`config.mk`:
```
export PLATFORM = sky130hd
export DESIGN_NAME = proc_host_ctrl
export DESIGN_NICKNAME = d
export VERILOG_FILES = /design/src/rtl/proc_pkg.sv /design/src/rtl/word_byte_tx.sv /design/src/rtl/proc_host_ctrl.sv
export SDC_FILE = /design/constraint.sdc
export NUM_CORES = 1
export LEC_CHECK = 0
export CORE_MARGIN = 2
export CORE_UTILIZATION = 55
export DETAILED_ROUTE_END_ITERATION = 12
export MAX_ROUTING_LAYER = met4
export PLACE_DENSITY = 0.9
export SYNTH_ARGS = -nofsm -noshare
export SYNTH_HDL_FRONTEND = slang
export SYNTH_SLANG_ARGS = --single-unit
```
`constraint.sdc`:
```
create_clock -name clk -period 2.38 [get_ports clk]
set_input_delay 0.595 -clock clk [delete_from_list [all_inputs] [get_ports clk]]
set_output_delay 0.595 -clock clk [all_outputs]
set_load 0.005 [all_outputs]
```
`src/rtl/proc_pkg.sv`:
```
// Shared definitions for the processor host sequencer, control unit and RAMs.
//   WORD_W        : instruction/data word width
//   ERR_BYTE_DEF  : default byte reported to the host on a run timeout
//   status_e      : encodings carried on the status bus to the control unit
//   host_state_e  : host sequencer states
package proc_pkg;

  localparam int unsigned WORD_W       = 16;
  localparam logic [7:0]  ERR_BYTE_DEF = 8'hEE;

  typedef enum logic [1:0] {
    ST_LOAD = 2'b00,
    ST_RUN  = 2'b01,
    ST_DUMP = 2'b10,
    ST_ERR  = 2'b11
  } status_e;

  typedef enum logic [3:0] {
    H_LEN,
    H_HI,
    H_LO,
    H_START,
    H_RUN,
    H_RD,
    H_RDW,
    H_TXH,
    H_TXL,
    H_ERR,
    H_DONE
  } host_state_e;

  function automatic int unsigned max_u(input int unsigned a, input int unsigned b);
    return (a > b) ? a : b;
  endfunction

endpackage

```
`src/rtl/word_byte_tx.sv`:
```
// Serialises one word into two bytes, high byte first, over a valid/ready
// handshake.
//   load      : 1-cycle strobe, captures word and raises tx_valid next cycle
//   word      : word to send
//   tx_data   : byte presented to the transmitter (held until accepted)
//   tx_valid  : byte request
//   tx_ready  : transmitter accepts the byte
//   byte_ack  : a byte transfers this cycle
//   word_done : the low byte transfers this cycle
module word_byte_tx
  import proc_pkg::*;
(
  input  logic              clk,
  input  logic              rst_n,
  input  logic              load,
  input  logic [WORD_W-1:0] word,
  output logic [7:0]        tx_data,
  output logic              tx_valid,
  input  logic              tx_ready,
  output logic              byte_ack,
  output logic              word_done
);

  logic       lo_phase;
  logic [7:0] lo_byte;

  assign byte_ack  = tx_valid & tx_ready;
  assign word_done = byte_ack & lo_phase;

  always_ff @(posedge clk or negedge rst_n) begin
    if (!rst_n) begin
      tx_data  <= '0;
      tx_valid <= 1'b0;
      lo_phase <= 1'b0;
      lo_byte  <= '0;
    end else if (load) begin
      tx_data  <= word[15:8];
      lo_byte  <= word[7:0];
      tx_valid <= 1'b1;
      lo_phase <= 1'b0;
    end else if (byte_ack) begin
      if (!lo_phase) begin
        tx_data  <= lo_byte;
        lo_phase <= 1'b1;
      end else begin
        tx_valid <= 1'b0;
        lo_phase <= 1'b0;
      end
    end
  end

endmodule

```
`src/rtl/proc_host_ctrl.sv`:
```
// Host-side sequencer: loads a program into instruction RAM from UART bytes
// (length byte, then hi/lo byte pairs), starts the control unit via status,
// waits for end_process, then streams DUMP_WORDS data RAM words back to the
// host. A run longer than TIMEOUT cycles reports ERR_BYTE and sets error.
//   rx_data/rx_valid             : received byte strobe
//   tx_data/tx_valid/tx_ready    : transmit handshake
//   iram_we/iram_addr/iram_wdata : instruction RAM write port (registered)
//   dram_rd_en/dram_addr         : data RAM read port, dram_rdata 1 cycle later
//   status                       : 00 load, 01 run, 10 dump/done, 11 error
//   end_process                  : control unit is in its end state
//   done / error                 : terminal outcome flags
module proc_host_ctrl
  import proc_pkg::*;
#(
  parameter int unsigned IRAM_AW    = 8,
  parameter int unsigned DRAM_AW    = 8,
  parameter int unsigned DUMP_WORDS = 16,
  parameter int unsigned TIMEOUT    = 1048576,
  parameter logic [7:0]  ERR_BYTE   = ERR_BYTE_DEF
) (
  input  logic               clk,
  input  logic               rst_n,
  input  logic [7:0]         rx_data,
  input  logic               rx_valid,
  output logic [7:0]         tx_data,
  output logic               tx_valid,
  input  logic               tx_ready,
  output logic               iram_we,
  output logic [IRAM_AW-1:0] iram_addr,
  output logic [WORD_W-1:0]  iram_wdata,
  output logic               dram_rd_en,
  output logic [DRAM_AW-1:0] dram_addr,
  input  logic [WORD_W-1:0]  dram_rdata,
  output logic [1:0]         status,
  input  logic               end_process,
  output logic               done,
  output logic               error
);

  localparam int unsigned CW = max_u(IRAM_AW, 8);

  host_state_e        state, next_state;
  status_e            status_q;
  logic [7:0]         len, hi_byte;
  logic [CW-1:0]      ld_cnt;
  logic [31:0]        tmo_cnt;
  logic [DRAM_AW-1:0] dump_addr;
  logic               err_tx_valid, err_sent;
  logic [7:0]         wb_tx_data;
  logic               wb_tx_valid, wb_byte_ack, wb_word_done;
  logic               ld_last, tmo_hit, dump_last;

  assign ld_last   = (ld_cnt + 1'b1) == CW'(len);
  assign tmo_hit   = tmo_cnt == 32'(TIMEOUT - 1);
  assign dump_last = {1'b0, dump_addr} == (DRAM_AW + 1)'(DUMP_WORDS - 1);

  always_ff @(posedge clk or negedge rst_n) begin
    if (!rst_n) state <= H_LEN;
    else        state <= next_state;
  end

  // end_process is tested before the timeout so it wins a same-cycle tie.
  always_comb begin
    next_state = state;
    unique case (state)
      H_LEN:   if (rx_valid) next_state = (rx_data == '0) ? H_START : H_HI;
      H_HI:    if (rx_valid) next_state = H_LO;
      H_LO:    if (rx_valid) next_state = ld_last ? H_START : H_HI;
      H_START: next_state = H_RUN;
      H_RUN: begin
        if (end_process)  next_state = H_RD;
        else if (tmo_hit) next_state = H_ERR;
      end
      H_RD:    next_state = H_RDW;
      H_RDW:   next_state = H_TXH;
      H_TXH:   if (wb_byte_ack) next_state = H_TXL;
      H_TXL:   if (wb_word_done) next_state = dump_last ? H_DONE : H_RD;
      H_ERR:   next_state = H_ERR;
      H_DONE:  next_state = H_DONE;
      default: next_state = H_LEN;
    endcase
  end

  always_comb begin
    status_q   = ST_LOAD;
    dram_rd_en = 1'b0;
    done       = 1'b0;
    unique case (state)
      H_START, H_RUN:            status_q = ST_RUN;
      H_RD: begin
        status_q   = ST_DUMP;
        dram_rd_en = 1'b1;
      end
      H_RDW, H_TXH, H_TXL:       status_q = ST_DUMP;
      H_DONE: begin
        status_q = ST_DUMP;
        done     = 1'b1;
      end
      H_ERR:                     status_q = ST_ERR;
      default:                   status_q = ST_LOAD;
    endcase
  end

  assign status    = status_q;
  assign dram_addr = dump_addr;
  assign error     = err_sent;

  always_ff @(posedge clk or negedge rst_n) begin
    if (!rst_n) begin
      len          <= '0;
      hi_byte      <= '0;
      ld_cnt       <= '0;
      iram_we      <= 1'b0;
      iram_addr    <= '0;
      iram_wdata   <= '0;
      tmo_cnt      <= '0;
      dump_addr    <= '0;
      err_tx_valid <= 1'b0;
      err_sent     <= 1'b0;
    end else begin
      iram_we <= 1'b0;
      unique case (state)
        H_LEN: if (rx_valid) begin
          len    <= rx_data;
          ld_cnt <= '0;
        end
        H_HI: if (rx_valid) hi_byte <= rx_data;
        H_LO: if (rx_valid) begin
          iram_we    <= 1'b1;
          iram_addr  <= ld_cnt[IRAM_AW-1:0];
          iram_wdata <= {hi_byte, rx_data};
          ld_cnt     <= ld_cnt + 1'b1;
        end
        H_START: tmo_cnt <= '0;
        H_RUN: begin
          if (end_process)  dump_addr    <= '0;
          else if (tmo_hit) err_tx_valid <= 1'b1;
          else              tmo_cnt      <= tmo_cnt + 1'b1;
        end
        H_TXL: if (wb_word_done && !dump_last) dump_addr <= dump_addr + 1'b1;
        H_ERR: if (err_tx_valid && tx_ready) begin
          err_tx_valid <= 1'b0;
          err_sent     <= 1'b1;
        end
        default: ;
      endcase
    end
  end

  word_byte_tx u_word_byte_tx (
    .clk       (clk),
    .rst_n     (rst_n),
    .load      (state == H_RDW),
    .word      (dram_rdata),
    .tx_data   (wb_tx_data),
    .tx_valid  (wb_tx_valid),
    .tx_ready  (tx_ready),
    .byte_ack  (wb_byte_ack),
    .word_done (wb_word_done)
  );

  // The error byte shares the transmit port; the word path is idle in ERR.
  assign tx_valid = wb_tx_valid | err_tx_valid;
  assign tx_data  = err_tx_valid ? ERR_BYTE : wb_tx_data;

endmodule

```
After elaboration in Yosys (flattened, before gate mapping)
Cells that the tools add are included.

word-level totals
  register bits after elaboration = 113
  bits of input ports = 29
  word-level logic and storage cells = 110

cells by class
  $add $sub $neg = 3
  equal/unequal tests = 26
  multiplexer cells = 39
  bitwise gates (word level) = 3
  reduce and logical (&&, ||, !) cells = 24

operators by type and width
  cell                                             count
  2-to-1 mux 32 bit                                2
  2-to-1 mux 8 bit                                 8
  case mux 32 bit (2 select lines)                 1
  case mux 4 bit (11 select lines)                 1
  adder 32 x 1 -> 32 bit, second input constant    1
  == test 32 x 20 -> 1 bit, second input constant  1
  2-to-1 mux 4 bit                                 8
  case mux 8 bit (2 select lines)                  2
  inequality test 2 bit, second input constant     10
  adder 8 x 1 -> 8 bit, second input constant      2
  == test 4 x 3 -> 1 bit, second input constant    4
  2-to-1 mux 1 bit                                 13
  == test 4 bit, second input constant             3
  AND reduction 2 bit                              6
  nonzero test 2 bit                               6
  AND reduction 3 bit                              3
  == test 4 x 2 -> 1 bit, second input constant    2
  == test 8 x 4 -> 1 bit, second input constant    1
  == test 8 bit                                    1
  logical NOT 8 bit                                1
  case mux 2 bit (3 select lines)                  1
  AND reduction 6 bit                              1
  OR reduction 5 bit                               1
  == test 4 x 1 -> 1 bit, second input constant    1
  11 further kinds                                 15

Longest topological paths before layout
Gate-level depths: netlist (run 1).

  depth after elaboration = 5
  mapped depth = 8
  gate-level depth less buffers = 7

Modules after synthesis
A second synthesis (run 1) with hierarchy kept.

unflattened totals
  cell total of the unflattened synthesis = 580
  area, all modules = 5736.8 um^2

by module, submodules not included
  module          times used  cells an instance  area an instance (um^2)  seq. area each (um^2)
  proc_host_ctrl  1           510                4880.9                   2377.3
  word_byte_tx    1           70                 855.8                    450.4

Worst setup path after synthesis (run 1)
Ideal clock, no wire load.

  path kind = input-to-reg
  start = input end_process
  end = register tmo_cnt[21]
  setup time = 78 ps
  arrival = 1991 ps
  setup slack = 311 ps
  cell stages on the path = 6
  path buffers = 0
  path through = or4b_4 a211oi_2 nand4_1 a21o_1 or3_1 a21oi_1

on the way
  word-level cells in the longest chain between the ends = 2

RTL lines
  element                                 line                   RTL
  from (decl)                             proc_host_ctrl.sv:35   input logic end_process,
  inequality test 2 bit (no source line)  -
  AND reduction 3 bit (no source line)    -
  to (signal assigned)                    proc_host_ctrl.sv:138  else tmo_cnt <= tmo_cnt + 1'b1;
  to (decl)                               proc_host_ctrl.sv:46   logic [31:0] tmo_cnt;

Every way passes these cells.
A chain may end at the register's enable or synchronous reset.

Worst setup path in the final report (run 1)
  start = register err_tx_valid
  end = output tx_data[5]

on the way
  word-level cells in the longest chain between the ends = 1

RTL lines
  element                 line                   RTL
  from (decl)             proc_host_ctrl.sv:48   logic err_tx_valid, err_sent;
  from (signal assigned)  proc_host_ctrl.sv:118  err_tx_valid <= 1'b0;
  from (signal assigned)  proc_host_ctrl.sv:137  else if (tmo_hit) err_tx_valid <= 1'b1;
  from (signal assigned)  proc_host_ctrl.sv:142  err_tx_valid <= 1'b0;
  2-to-1 mux 8 bit        proc_host_ctrl.sv:164  assign tx_data = err_tx_valid ? ERR_BYTE : wb_tx_data;
  to (decl)               proc_host_ctrl.sv:25   output logic [7:0] tx_data,

Every way passes these cells.

==> metrics.yaml, run 1 <==
detailed_routing:
  drc: 0
  drt_iter0_drc: 466
  ant_nets: 0
  wl_um: 15400
  avgRoutedWirePerCell_um: 18.1
  viasPerCell: 5.97
  vias: 5077
  drtPass1Iterations: 5
cts:
  clock-sinks: 113
  insertion_delay_ns: 0.52
  clock_path_buffers: 2
  cts_buffers: 17
  clk_pin_slew_worst_paths_ns: 0.05
  htreeDepth: 4
  cts_root_buffer: "clkbuf_8"
  cts_tree: "built"
pwr:
  ir_drop_v: 0.000873
  p_leak_nw: 3.36
  p_per_area_mw_per_mm2: 1100
  power.total_mw: 8.09
yosys:
  synth_nets: 632
  synth-edff-count: 0
  synth.distinct_cells: 53
  synthFlopType: "dfrtp_1"
  yosysTopAreaCellShare_pct: 50.2
  synthTopCellsByCount: "120 x nand2_1, 113 x dfrtp_1, 49 x nor2_1, 45 x o21ai_0, 30 x nand3_1"
  ys_ff_latch: 113
  synth-seq-area-share_pct: 50.2
  synth_warnings: 0
  ys_top_cells_by_area: "dfrtp_1 50%, nand2_1 8.0%, mux2_2 5.0%"
  ys_async_sr_fraction_pct: 100
  yosysMostFrequentCell: "nand2_1"
  yosysTopAreaCell: "dfrtp_1"
  synth.avg_cell_area_sq_um: 9.39
  synthCells: 600
  syn_area_sq_mm: 0.00563
sta:
  min_period_ns: 2.33
  setup_viol: 0
  setup-tns-final_ns: 0
  rsz0062_at_grt: "yes"
  tightestPinTransition_ns: 0.518
  slew_headroom_pct: 65.1
  slew_viol_final: 0
  hold_violations: 0
  skew_ns: 0.0111
  period_share_pct: 97.7
  clock.fmax_mhz: 430
setup_path:
  end_kind: "primary output"
  crit_fanout: 7
  crit_path_start_kind: "flop"
  critical_path_class: "reg2out"
  crit_required_ns: 1.78
  cp_data_arrival_time_ns: 1.73
floorplan:
  die_area_sq_mm: 0.0111
  ios: 76
  coreArea_sq_mm: 0.00986
  start_util_pct: 57.1
  die_width_um: 105
  die_y_um: 105
  rows: 36
hold_path:
  hold_class: "reg2reg"
global_route:
  grt_pass1_vias: 5258
  grt_use_total_pct: 30.0
  antenna_found_initial: 0
  gr-total-overflow: 0
  grt_max_degree: 41
  grt_pass1_wl_um: 25600
cells_and_area:
  drive_gt1_share_pct: 17.5
  areaGrowthSynthToFinish_pct: 30.8
  nNetsFinal: 740
  seq_area_sq_mm: 0.00283
  multi_input_area_sq_mm: 0.00271
  fin_util_pct: 74.7
  final_cell_area_sq_mm: 0.00737
  fillers: 584
  diodes: 0
placement:
  portBuffers: 75
  place.detailed.hpwl_um: 9820
  gp_congestion: 0.901
  dpl_cell_area_sq_mm: 0.00670
run:
  drv_cap: 0
run_status:
  status: "finished clean"
[cell usage in the layout (no fill, tap or decap), types with 4 or more instances in the layout]
cell type / count
clkbuf_16: 16
clkdlybuf4s50_1: 67
a21oi_1: 11
nand3b_1: 5
a31oi_1: 4
nand3_1: 29
nor2b_1: 6
nand4_1: 12
mux2_2: 25
or2_2: 9
or3_1: 5
clkbuf_8: 4
and3_1: 8
mux2i_1: 10
o21ai_0: 43
dfrtp_2: 5
dfrtp_1: 108
xnor2_1: 20
a211oi_1: 5
nor4_1: 6
nand2b_1: 6
nor2_1: 48
nor3_1: 11
buf_4: 42
a21o_1: 6
nand2_1: 120
xor2_1: 18
inv_1: 6
[registers in the layout (all words and copies together), names as in the netlist, 4 cells and up]
name / count
len: 8
state: 4
u_word_byte_tx.tx_data: 8
ld_cnt: 8
hi_byte: 8
iram_addr: 8
dram_addr: 8
tmo_cnt: 32
iram_wdata: 16
u_word_byte_tx.lo_byte: 8
[per-stage QoR]
stage / hold slack [ns] / setup slack, ns / cells
global route: 0.483 / -0.00680 / 851
global placement: 0.443 / -0.254 / 812
floorplan: 0.299 / 0.311 / 600
CTS: 0.466 / 0.00190 / 849
detailed placement: 0.459 / -0.306 / 812
finish: 0.462 / 0.0538 / 851
[cell type report]
| type | count | share of cell area (%) |
|---|---|---|
| Clock buffer | 23 | 6.33 |
| Clock inverter | 6 | 1.12 |
| Inverter | 6 | 0.306 |
| Multi-Input combinational cell | 451 | 36.7 |
| Sequential cell | 113 | 38.5 |
| Tap cell | 133 | 2.26 |
| Timing Repair Buffer | 119 | 14.8 |
[worst max-delay path, stage by stage (launching register included)]
cell,delay (ns)
dfrtp_2,0.44
or2_2,0.30
clkdlybuf4s50_1,0.46
[worst paths after layout]
kind | depth (start not counted) | slack [ns] | endpoint | startpoint
setup / recovery | 2 | 0.05 | tx_data[5] | err_tx_valid$_DFFE_PN0P_
hold / removal | 1 | 0.46 | error$_DFFE_PN0P_ | error$_DFFE_PN0P_
setup reg to reg | 7 | 0.09 | tmo_cnt[21]$_DFFE_PN0P_ | state[0]$_DFFE_PN0P_
hold reg to reg | 1 | 0.46 | error$_DFFE_PN0P_ | error$_DFFE_PN0P_
max in group asynchronous | 3 | 1.17 | err_tx_valid$_DFFE_PN0P_ | rst_n
min in group asynchronous | 2 | 0.53 | iram_addr[0]$_DFFE_PN0P_ | rst_n
[cell families after synthesis]
logic type / synth area share, %
AO/OA/AOI/OAI: 9.70
XOR/XNOR: 5.91
adder cells (fa/ha/maj): 0.666
buffers and inverters: 2.60
flip-flops: 50.2
multiplexers: 6.77
AND/OR/NAND/NOR: 24.2
[timing repair]
action                                 CTS  global route
endpoints found under the hold margin   23             0
gates resized for setup                 16            17
cloned                                   0             0
pin swaps                                0             1
setup buffers                            7             2
setup endpoints to repair               11            15
hold buffers                             1             0
[routing by layer]
layer | routed length, um | global-route usage, % | vias up
met3 | 1130 | 7.85 | 64
met4 | 601 | 15.6 | 0
met5 | 0 | - | -
met1 | 5950 | 35.1 | 2480
met2 | 7730 | 47.7 | 251
li1 | - | - | 2282
[report_power, final]
group	internal, mW	switching (mW)
logic	1.46	1.30
registers	2.48	0.459
clock network	1.55	0.838
Power figures use the tool's default switching activity.
==> run 2, diff against run 1 <==
Settings changed: GPL_TIMING_DRIVEN from default to 0.
==> run 2 against run 1 <==
Against the previous run:
- fmax decreased by 0.89%
- wire length fell by 3.7%
- sequential share of layout area grew 0.25 points
- non-clock buffer count down 9
- via count fell by 3.4%
- largest cell class unchanged
- largest power group unchanged
- highest routed layer unchanged
==> metrics.yaml, run 2 (synthesis results as in run 1) <==
placement:
  portBuffers: 75
  gp_congestion: 0.885
  dpl_cell_area_sq_mm: 0.00658
  place_inst: 809
  pre_cts_ws_ns: -0.415
  place.detailed.hpwl_um: 9680
setup_path:
  end_kind: "primary output"
  slowest_stage: "dfrtp_2"
  crit_path_start_kind: "flop"
  critical_path_class: "reg2out"
  critPathTopFamily: "flip-flops"
  crit_buf_inv: 1
  path_cells: "or2_2 > clkdlybuf4s50_1"
  crit_required_ns: 1.78
  max_stage_delay_ns: 0.46
  cp_data_arrival_time_ns: 1.75
  crit_fanout: 9
pwr:
  p_per_area_mw_per_mm2: 1100
  combPwrFrac_pct: 32.5
  clkPwrFrac_pct: 31.7
  ir_drop_v: 0.000882
  internal_power_mw: 5.48
  p_sw_share_pct: 32.1
  power.total_mw: 8.07
  p_leak_nw: 3.29
  seqPwrFrac_pct: 35.8
  power_switching_mw: 2.59
floorplan:
  start_util_pct: 57.1
  ios: 76
  die_y_um: 105
  coreArea_sq_mm: 0.00986
  die_area_sq_mm: 0.0111
  die_width_um: 105
  rows: 36
cells_and_area:
  nNetsFinal: 731
  fin_util_pct: 74.1
  diodes: 0
  final_cell_mix: "120 x nand2_1, 112 x dfrtp_1, 67 x clkdlybuf4s50_1"
  stdcell_count: 845
  final_common_cell: "nand2_1"
  largest_reg_flops: 32
  regMostFlops: "tmo_cnt"
  drive_gt1_share_pct: 14.3
  final_cell_area_sq_mm: 0.00731
  top_regs: "tmo_cnt (32), iram_wdata (16)"
  areaGrowthSynthToFinish_pct: 29.7
detailed_routing:
  vias: 4905
  drc: 0
  drt_iter0_drc: 365
  wl_um: 14900
  drtPass1Iterations: 5
  ant_nets: 0
  viasPerCell: 5.80
  avgRoutedWirePerCell_um: 17.6
sta:
  min_period_ns: 2.35
  slew_viol_final: 0
  period_share_pct: 98.6
  setup_viol: 0
  rsz0062_at_grt: "yes"
  setup-tns-final_ns: 0
  tightestPinTransition_ns: 0.651
  skew_ns: 0.00908
  fin_ws_ns: 0.0330
  slew_headroom_pct: 56.4
  hold_slack_ns: 0.0844
  clock.fmax_mhz: 426
  hold_violations: 0
cts:
  clock-sinks: 113
  insertion_delay_ns: 0.52
  clk_pin_slew_worst_paths_ns: 0.06
  htreeDepth: 4
  clock_path_buffers: 2
  cts_tree: "built"
  cts_root_buffer: "clkbuf_8"
  cts_hold_buf: 0
  cts_buffers: 17
hold_path:
  hold_class: "in2async"
global_route:
  grt_pass1_wl_um: 24500
  antenna_found_initial: 0
  grt_pass1_vias: 5077
  grt_use_total_pct: 28.8
  grt_max_degree: 70
  gr-total-overflow: 0
run_status:
  status: "finished clean"
run:
  drv_cap: 0
==> run 2: final cells by class <==
type | instances | area, sq um
Buffer | 29 | 159
Clock buffer | 20 | 445
Clock inverter | 12 | 158
Fill cell | 616 | 2550
Inverter | 6 | 22.5
Multi-Input combinational cell | 451 | 2730
Sequential cell | 113 | 2830
Tap cell | 133 | 166
Timing Repair Buffer | 81 | 805
==> run 2: layer usage <==
layer / routed length [um] / track usage [%] / share of wire, %
met5: 0 / - / 0
met3: 928 / 7.24 / 6.2
met1: 6080 / 34.4 / 41
met2: 7510 / 46.6 / 51
met4: 333 / 11.9 / 2.2
==> run 2: final timing paths <==
kind,startpoint,to,slack (ns),depth (start not counted)
setup / recovery,err_tx_valid$_DFFE_PN0P_,tx_data[2],0.03,2
hold / removal,rst_n,dram_addr[5]$_DFFE_PN0P_,0.08,1
setup reg to reg,state[3]$_DFFE_PN0P_,tmo_cnt[26]$_DFFE_PN0P_,0.06,6
hold reg to reg,hi_byte[6]$_DFFE_PN0P_,iram_wdata[14]$_DFFE_PN0P_,0.47,2
max in group asynchronous,rst_n,err_tx_valid$_DFFE_PN0P_,1.53,2
min in group clk,hi_byte[6]$_DFFE_PN0P_,iram_wdata[14]$_DFFE_PN0P_,0.47,2
==> run 2: repair_timing <==
item / 4_1_cts / 5_1_grt
setup buffers: 4 / 1
setup endpoints to repair: 24 / 43
gates resized for setup: 32 / 16
pin swaps: 1 / 0
==> run 2: power by group through the flow <==
stage                     clock [mW]  combinational, mW  sequential (mW)
after CTS                       2.59               2.59             2.88
after floorplan                    0               1.40             2.78
after global placement             0               2.35             2.83
final                           2.56               2.62             2.89
after global routing            2.67               2.86             2.94
after detailed placement           0               2.43             2.87
